--- src/rtl/uart_receiver_pkg.sv ---
// Shared definitions for the UART receive path: FSM states and frame constants.
package uart_receiver_pkg;

  localparam int DEFAULT_CLKS_PER_BIT = 868;
  localparam int FRAME_BITS           = 8;

  typedef enum logic [2:0] {
    S_IDLE,
    S_START,
    S_DATA,
    S_STOP,
    S_BREAK
  } rx_state_e;

endpackage

--- src/rtl/uart_rx_fifo.sv ---
// Small synchronous FIFO with extra-MSB pointers; a push into a full FIFO is
// accepted only when a pop frees a slot in the same cycle.
module uart_rx_fifo #(
  parameter int WIDTH = 8,
  parameter int DEPTH = 4
) (
  input  logic             clock,
  input  logic             reset_n,
  input  logic             push,
  input  logic [WIDTH-1:0] push_data,
  input  logic             pop,
  output logic [WIDTH-1:0] pop_data,
  output logic             full,
  output logic             empty
);
  localparam int AW = $clog2(DEPTH);

  logic [AW:0]                  wr_ptr, rd_ptr;
  logic [DEPTH-1:0][WIDTH-1:0]  mem;
  logic                         do_push, do_pop;

  assign empty    = (wr_ptr == rd_ptr);
  assign full     = (wr_ptr[AW] != rd_ptr[AW]) && (wr_ptr[AW-1:0] == rd_ptr[AW-1:0]);
  assign do_pop   = pop && !empty;
  assign do_push  = push && (!full || do_pop);
  assign pop_data = mem[rd_ptr[AW-1:0]];

  // Storage is reset too so the head output reads zero out of reset.
  always_ff @(posedge clock or negedge reset_n) begin
    if (!reset_n) begin
      wr_ptr <= '0;
      rd_ptr <= '0;
      mem    <= '0;
    end else begin
      if (do_push) begin
        mem[wr_ptr[AW-1:0]] <= push_data;
        wr_ptr              <= wr_ptr + 1'b1;
      end
      if (do_pop) rd_ptr <= rd_ptr + 1'b1;
    end
  end

endmodule

--- src/rtl/uart_receiver.sv ---
// 8N1 UART receiver: 2-flop rx synchronizer, mid-bit sampling FSM and a
// receive FIFO presented as a valid/ready stream.
module uart_receiver
  import uart_receiver_pkg::*;
#(
  parameter int CLKS_PER_BIT = DEFAULT_CLKS_PER_BIT,
  parameter int FIFO_DEPTH   = 4
) (
  input  logic       clock,
  input  logic       reset_n,
  input  logic       rx,
  output logic [7:0] data,
  output logic       valid,
  input  logic       ready,
  output logic       framing_err,
  output logic       overrun,
  output logic       busy
);
  localparam int TW = $clog2(CLKS_PER_BIT);
  localparam int BW = $clog2(FRAME_BITS);
  localparam logic [TW-1:0] HALF_T = TW'(CLKS_PER_BIT/2 - 1);
  localparam logic [TW-1:0] FULL_T = TW'(CLKS_PER_BIT - 1);

  rx_state_e             state;
  logic                  rx_meta, rx_sync;
  logic [TW-1:0]         timer;
  logic [BW-1:0]         bit_idx;
  logic [FRAME_BITS-1:0] shreg;
  logic                  push_req, pop, fifo_full, fifo_empty;

  always_ff @(posedge clock or negedge reset_n) begin
    if (!reset_n) begin
      rx_meta <= 1'b1;
      rx_sync <= 1'b1;
    end else begin
      rx_meta <= rx;
      rx_sync <= rx_meta;
    end
  end

  // Push happens on the stop-sample edge itself so valid rises one cycle later.
  assign push_req = (state == S_STOP) && (timer == FULL_T) && rx_sync;
  assign pop      = valid && ready;
  assign valid    = !fifo_empty;
  assign busy     = (state != S_IDLE);

  always_ff @(posedge clock or negedge reset_n) begin
    if (!reset_n) begin
      state       <= S_IDLE;
      timer       <= '0;
      bit_idx     <= '0;
      shreg       <= '0;
      framing_err <= 1'b0;
      overrun     <= 1'b0;
    end else begin
      framing_err <= 1'b0;
      overrun     <= push_req && fifo_full && !pop;
      case (state)
        S_IDLE: if (!rx_sync) begin
          state <= S_START;
          timer <= '0;
        end
        S_START: if (timer == HALF_T) begin
          timer   <= '0;
          bit_idx <= '0;
          state   <= rx_sync ? S_IDLE : S_DATA;
        end else timer <= timer + 1'b1;
        S_DATA: if (timer == FULL_T) begin
          timer <= '0;
          shreg <= {rx_sync, shreg[FRAME_BITS-1:1]};
          if (bit_idx == BW'(FRAME_BITS - 1)) state <= S_STOP;
          else bit_idx <= bit_idx + 1'b1;
        end else timer <= timer + 1'b1;
        // Leaving at mid-stop gives half a bit of slack for a back-to-back start.
        S_STOP: if (timer == FULL_T) begin
          timer <= '0;
          if (rx_sync) state <= S_IDLE;
          else begin
            framing_err <= 1'b1;
            state       <= S_BREAK;
          end
        end else timer <= timer + 1'b1;
        S_BREAK: if (rx_sync) state <= S_IDLE;
        default: state <= S_IDLE;
      endcase
    end
  end

  uart_rx_fifo #(
    .WIDTH (FRAME_BITS),
    .DEPTH (FIFO_DEPTH)
  ) u_fifo (
    .clock     (clock),
    .reset_n   (reset_n),
    .push      (push_req),
    .push_data (shreg),
    .pop       (pop),
    .pop_data  (data),
    .full      (fifo_full),
    .empty     (fifo_empty)
  );

endmodule

--- config.mk ---
export PLATFORM = sky130hd
export DESIGN_NAME = uart_receiver
export DESIGN_NICKNAME = d
export VERILOG_FILES = /design/src/rtl/uart_receiver_pkg.sv /design/src/rtl/uart_rx_fifo.sv /design/src/rtl/uart_receiver.sv
export SDC_FILE = /design/constraint.sdc
export NUM_CORES = 1
export LEC_CHECK = 0
export BUFFER_PORTS_ARGS = -buffer_cell sky130_fd_sc_hd__buf_2
export CAP_MARGIN = 20
export CORE_UTILIZATION = 50
export DETAILED_ROUTE_END_ITERATION = 16
export PLACE_DENSITY_LB_ADDON = 0.25
export SETUP_SLACK_MARGIN = 0.1
export SLEW_MARGIN = 10
export SYNTH_ARGS = -nofsm -noshare
export SYNTH_HDL_FRONTEND = slang
export SYNTH_HIERARCHICAL = 1
export SYNTH_SLANG_ARGS = --single-unit
--- constraint.sdc ---
create_clock -name clock -period 5.99 [get_ports clock]
set_input_delay 0.2995 -clock clock [delete_from_list [all_inputs] [get_ports clock]]
set_output_delay 0.2995 -clock clock [all_outputs]
set_load 0.05 [all_outputs]
==> metrics list <==
- The setup path with the least slack is of type reg2reg.
- Dividing total power by cell area gives a power density of 276 nW/µm².
* First-pass GRT wire length: 10.4 mm
* Post-route antenna net violation count: 0
- VDD sags by at most 113 µV.
- The clock net in this run drives a total of 66 sinks.
* Placed instance count: 350
- Final estimated routing congestion in global placement: between 0.7 and 0.8
- For this run, design rule violations remaining after detail routing come to 0.
- Traced cell by cell, the critical path runs through xor2_1, or2_2, nor2_1, nor2b_1, buf_4, o41ai_4, mux2_2.
* Sequential fraction of the synthesis area: 48.5%
* Placeable Area: around 6500 µm²
* Clock Root Buffer: sky130_fd_sc_hd__clkbuf_8
* Post-place instance area: 3550 µm²
* Clock insertion delay at the later pin of the skew report: 340 ps
- Final Max Tran Viols: 0
- Initial core utilization: 52.8%
- Synthesis instantiated 54 different standard cells from the library.
- Highest clock frequency the design can meet: 291 MHz
- The number of nets in the synthesized netlist is 277.
* Worst Clk Skew: 11.1 ps
- Clock tree synthesis inserted a total of 9 buffers.
- Per-instance average area after synthesis: 12.9 µm²
- Die X: 84.6 µm
* Nets: just under 300
- Broken down by cell family, the worst path's largest delay share belongs to flip-flops.
- Total setup violations reported at the end of the flow: 0
- The flow ran to the end, and the final reports show no timing, DRC or antenna violations.
- Max_cap viols: 0
- The clock passes through at most 2 buffers.
* Worst rel slew slack: 30.1%
- CP peak stage delay: a little over 800 ps
* Share of final-layout standard cells stronger than drive strength 1: 35.3%
- Buffers placed on the I/O ports in this run total 15.
- Counting flops with a built-in enable in the synthesized netlist gives 0.
- The via count of the first global-routing pass was 2224.
- Synthesis produced about 260 cells.
- Post-cts repair resize count: 0
- For this run, the number of standard cells in the final layout without fillers is approximately 370.
* Setup Buffers After CTS: 0
- The number of antenna violations at the first check in global routing came to 0.
- Counting both buffers and inverters, the worst setup path holds a total of 1.
* Detailed Place HPWL: a little under 4 mm
- The die covers slightly above 7000 µm².
- H-Tree Level Count: 3
- The final count of hold timing violations is 0.
- Drt pass-1 iters: 6
- Count of vias placed by the detailed router: about 2100
- Final cycle utilization of the critical path: 57.4%
* Core utilization of the finished layout: 58.1%
* Area growth from synthesis to layout: 9.97%
- At the pin with the least slew margin, the transition time is about 1000 ps.
- Hold buffer count at cts: 0
- STA classifies the critical path startpoint as a flip-flop.
- The slowest stage of the critical path is the sky130_fd_sc_hd__dfrtp_1 cell.
- Setup repair after global routing left no endpoint under its margin.
- Share of async-settable or async-resettable flops after synthesis: 100%
* Clock-pin slew of the registers on the worst-case setup and hold paths: around 70 ps
- Area of the mapped netlist: between 3000 and 4000 µm²
- The number of antenna diodes in the final layout is 0.
- Measured along the y axis, the die boundary spans about 85 µm.
* Average wire length per cell after detail routing: 16.4 µm
- Setup total negative slack on the finished layout was measured at 0 ps.
* Count of state elements after synthesis: 66
- Worst path required time: 6210 ps
* Total chip power: 1030 µW
* Via-per-instance ratio: ~6
* Leakage power summed over all cells: 0.00177 µW
- Clock period minus worst slack: 3440 ps
- Worst Hold Class: in2reg
- The worst setup path is captured at a flip-flop.
- The filler cells instantiated in the layout total roughly 570.
- WL final: between 6 and 7 mm
- Remaining global-route overflow: 0
* Top Ports: 16
* Cell area after layout: 3750 µm²
* Arrival time reported for the critical path endpoint: 3650 ps
- Entering global routing, the biggest net connects 67 pins.
- The detailed router finished its first iteration with 76 violations.
* Critical Path Fanout Max: 13
* TritonCTS clock tree: yes
* Number of placement rows: 29
- Combined global-route utilization of all metal layers: 18.8%
- Primary FF master, synth: sky130_fd_sc_hd__dfrtp_1
* Warnings from Yosys: 6
## area by class of cell
class | instances | area [µm²] | share of cell area [%]
multi-input combinational | 181 | 1670 | 44.6
sequential | 66 | 1650 | 44.1
clock buffer | 9 | 124 | 3.30
timing repair buffer | 18 | 97.6 | 2.60
tap | 77 | 96.3 | 2.57
clock inverter | 7 | 77.6 | 2.07
inverter | 8 | 30.0 | 0.800
## per-layer routing
layer | track usage (%) | vias to the layer above | wire length, µm
met5 | 0 | - | 0
met4 | 7.86 | 0 | 91
met3 | 2.95 | 9 | 96
met2 | 33.9 | 15 | 3130
met1 | 22.4 | 1101 | 2690
li1 | - | 1016 | -
## kinds of logic (layout without fill, tap and decap cells)
family / count (synthesis) / count (layout) / share of synthesized area [%]
flops: 66 / 66 / 48.5
fa+ha+maj: 9 / 9 / 3.30
xor+xnor: 6 / 6 / 1.76
mux: 54 / 54 / 20.6
buf+inv: 17 / 42 / 2.49
compound gates: 43 / 43 / 11.1
simple gates: 69 / 69 / 12.2
## flip-flops by register name, summed over array words and instances, names as in the netlist
register and cells:
rx_sync 1, shreg 8, rx_meta 1, u_fifo/mem 32
timer 10, bit_idx 3, u_fifo/rd_ptr 3, u_fifo/wr_ptr 3
overrun 1, framing_err 1, state 3
## cells in the final DEF, fill, tap and decap left out, types with 3 or more instances in the layout
master and n:
sky130_fd_sc_hd__o21ai_0 12, sky130_fd_sc_hd__clkbuf_8 9, sky130_fd_sc_hd__and2_1 6, sky130_fd_sc_hd__nand2_1 18, sky130_fd_sc_hd__or3_1 4, sky130_fd_sc_hd__o21bai_1 5
sky130_fd_sc_hd__xor2_1 3, sky130_fd_sc_hd__buf_2 15, sky130_fd_sc_hd__ha_1 9, sky130_fd_sc_hd__nor2b_1 4, sky130_fd_sc_hd__nor2_1 14, sky130_fd_sc_hd__o211ai_1 5
sky130_fd_sc_hd__mux2_2 42, sky130_fd_sc_hd__o41ai_4 4, sky130_fd_sc_hd__dfrtp_1 64, sky130_fd_sc_hd__inv_1 8, sky130_fd_sc_hd__buf_4 3, sky130_fd_sc_hd__nand3_1 4
sky130_fd_sc_hd__a22oi_1 3, sky130_fd_sc_hd__mux4_2 8
## metrics by stage
step	hold slack, ps	setup WS (ps)
3_5_place_dp	348	2530
4_1_cts	46.0	2510
5_1_grt	45.4	2310
2_1_floorplan	3.91	3080
6_report	57.5	2550
3_3_place_gp	347	2270
## where the power goes
| part | internal [µW] | leakage [µW] | switching, µW | total [µW] |
|---|---|---|---|---|
| Combinational | 59.0 | 0.000781 | 101 | 160 |
| Sequential | 456 | 0.000888 | 41.7 | 498 |
| Clock | 196 | 0.000100 | 181 | 377 |
| Total | 710 | 0.00177 | 324 | 1030 |
## cells in the mapped netlist (all sizes together), types with 2 or more instances
library cell / instances / area share, %
a311oi: 2 / 0.70
a21o: 2 / 0.44
or3: 4 / 0.73
nand2: 18 / 2.0
o41ai: 5 / 3.5
nor2: 14 / 1.5
a22oi: 3 / 0.66
o21ai: 12 / 1.8
clkbuf: 2 / 0.22
mux2i: 2 / 0.59
nor2b: 4 / 0.73
nor3b: 3 / 1.1
buf: 7 / 1.4
inv: 8 / 0.88
nor3: 2 / 0.29
o311ai: 2 / 0.51
a21oi: 2 / 0.29
o21bai: 5 / 1.1
dfstp: 2 / 1.5
ha: 9 / 3.3
nand4: 2 / 0.81
nand3: 4 / 0.59
a31oi: 2 / 0.37
mux2: 44 / 15
and2: 6 / 1.1
xor2: 3 / 0.77
o211ai: 5 / 1.1
mux4: 8 / 5.3
dfrtp: 64 / 47
or2: 2 / 0.44
xnor2: 3 / 0.99
and4: 2 / 0.51
## worst paths after layout
path                                                   start                            to  slack [ps]  cells past startpoint
worst min register to register             rx_meta$_DFF_PN1_             rx_sync$_DFF_PN1_         360                      0
worst min-delay path                                      rx             rx_meta$_DFF_PN1_          60                      1
min in group asynchronous                            reset_n  u_fifo/rd_ptr[1]$_DFFE_PN0P_         130                      2
worst max-delay path            u_fifo/rd_ptr[0]$_DFFE_PN0P_    u_fifo/mem[24]$_DFFE_PN0P_        2550                      7
worst max register to register  u_fifo/rd_ptr[0]$_DFFE_PN0P_    u_fifo/mem[24]$_DFFE_PN0P_        2550                      7
max in group asynchronous                            reset_n         framing_err$_DFF_PN0_        5310                      2
## worst register-to-register path: stages, from the launching register on
cell and delay (ps):
sky130_fd_sc_hd__dfrtp_1 810, sky130_fd_sc_hd__xor2_1 460, sky130_fd_sc_hd__or2_2 410, sky130_fd_sc_hd__nor2_1 120, sky130_fd_sc_hd__nor2b_1 140, sky130_fd_sc_hd__buf_4 210, sky130_fd_sc_hd__o41ai_4 770, sky130_fd_sc_hd__mux2_2 410
Power figures use the tool's default switching activity.
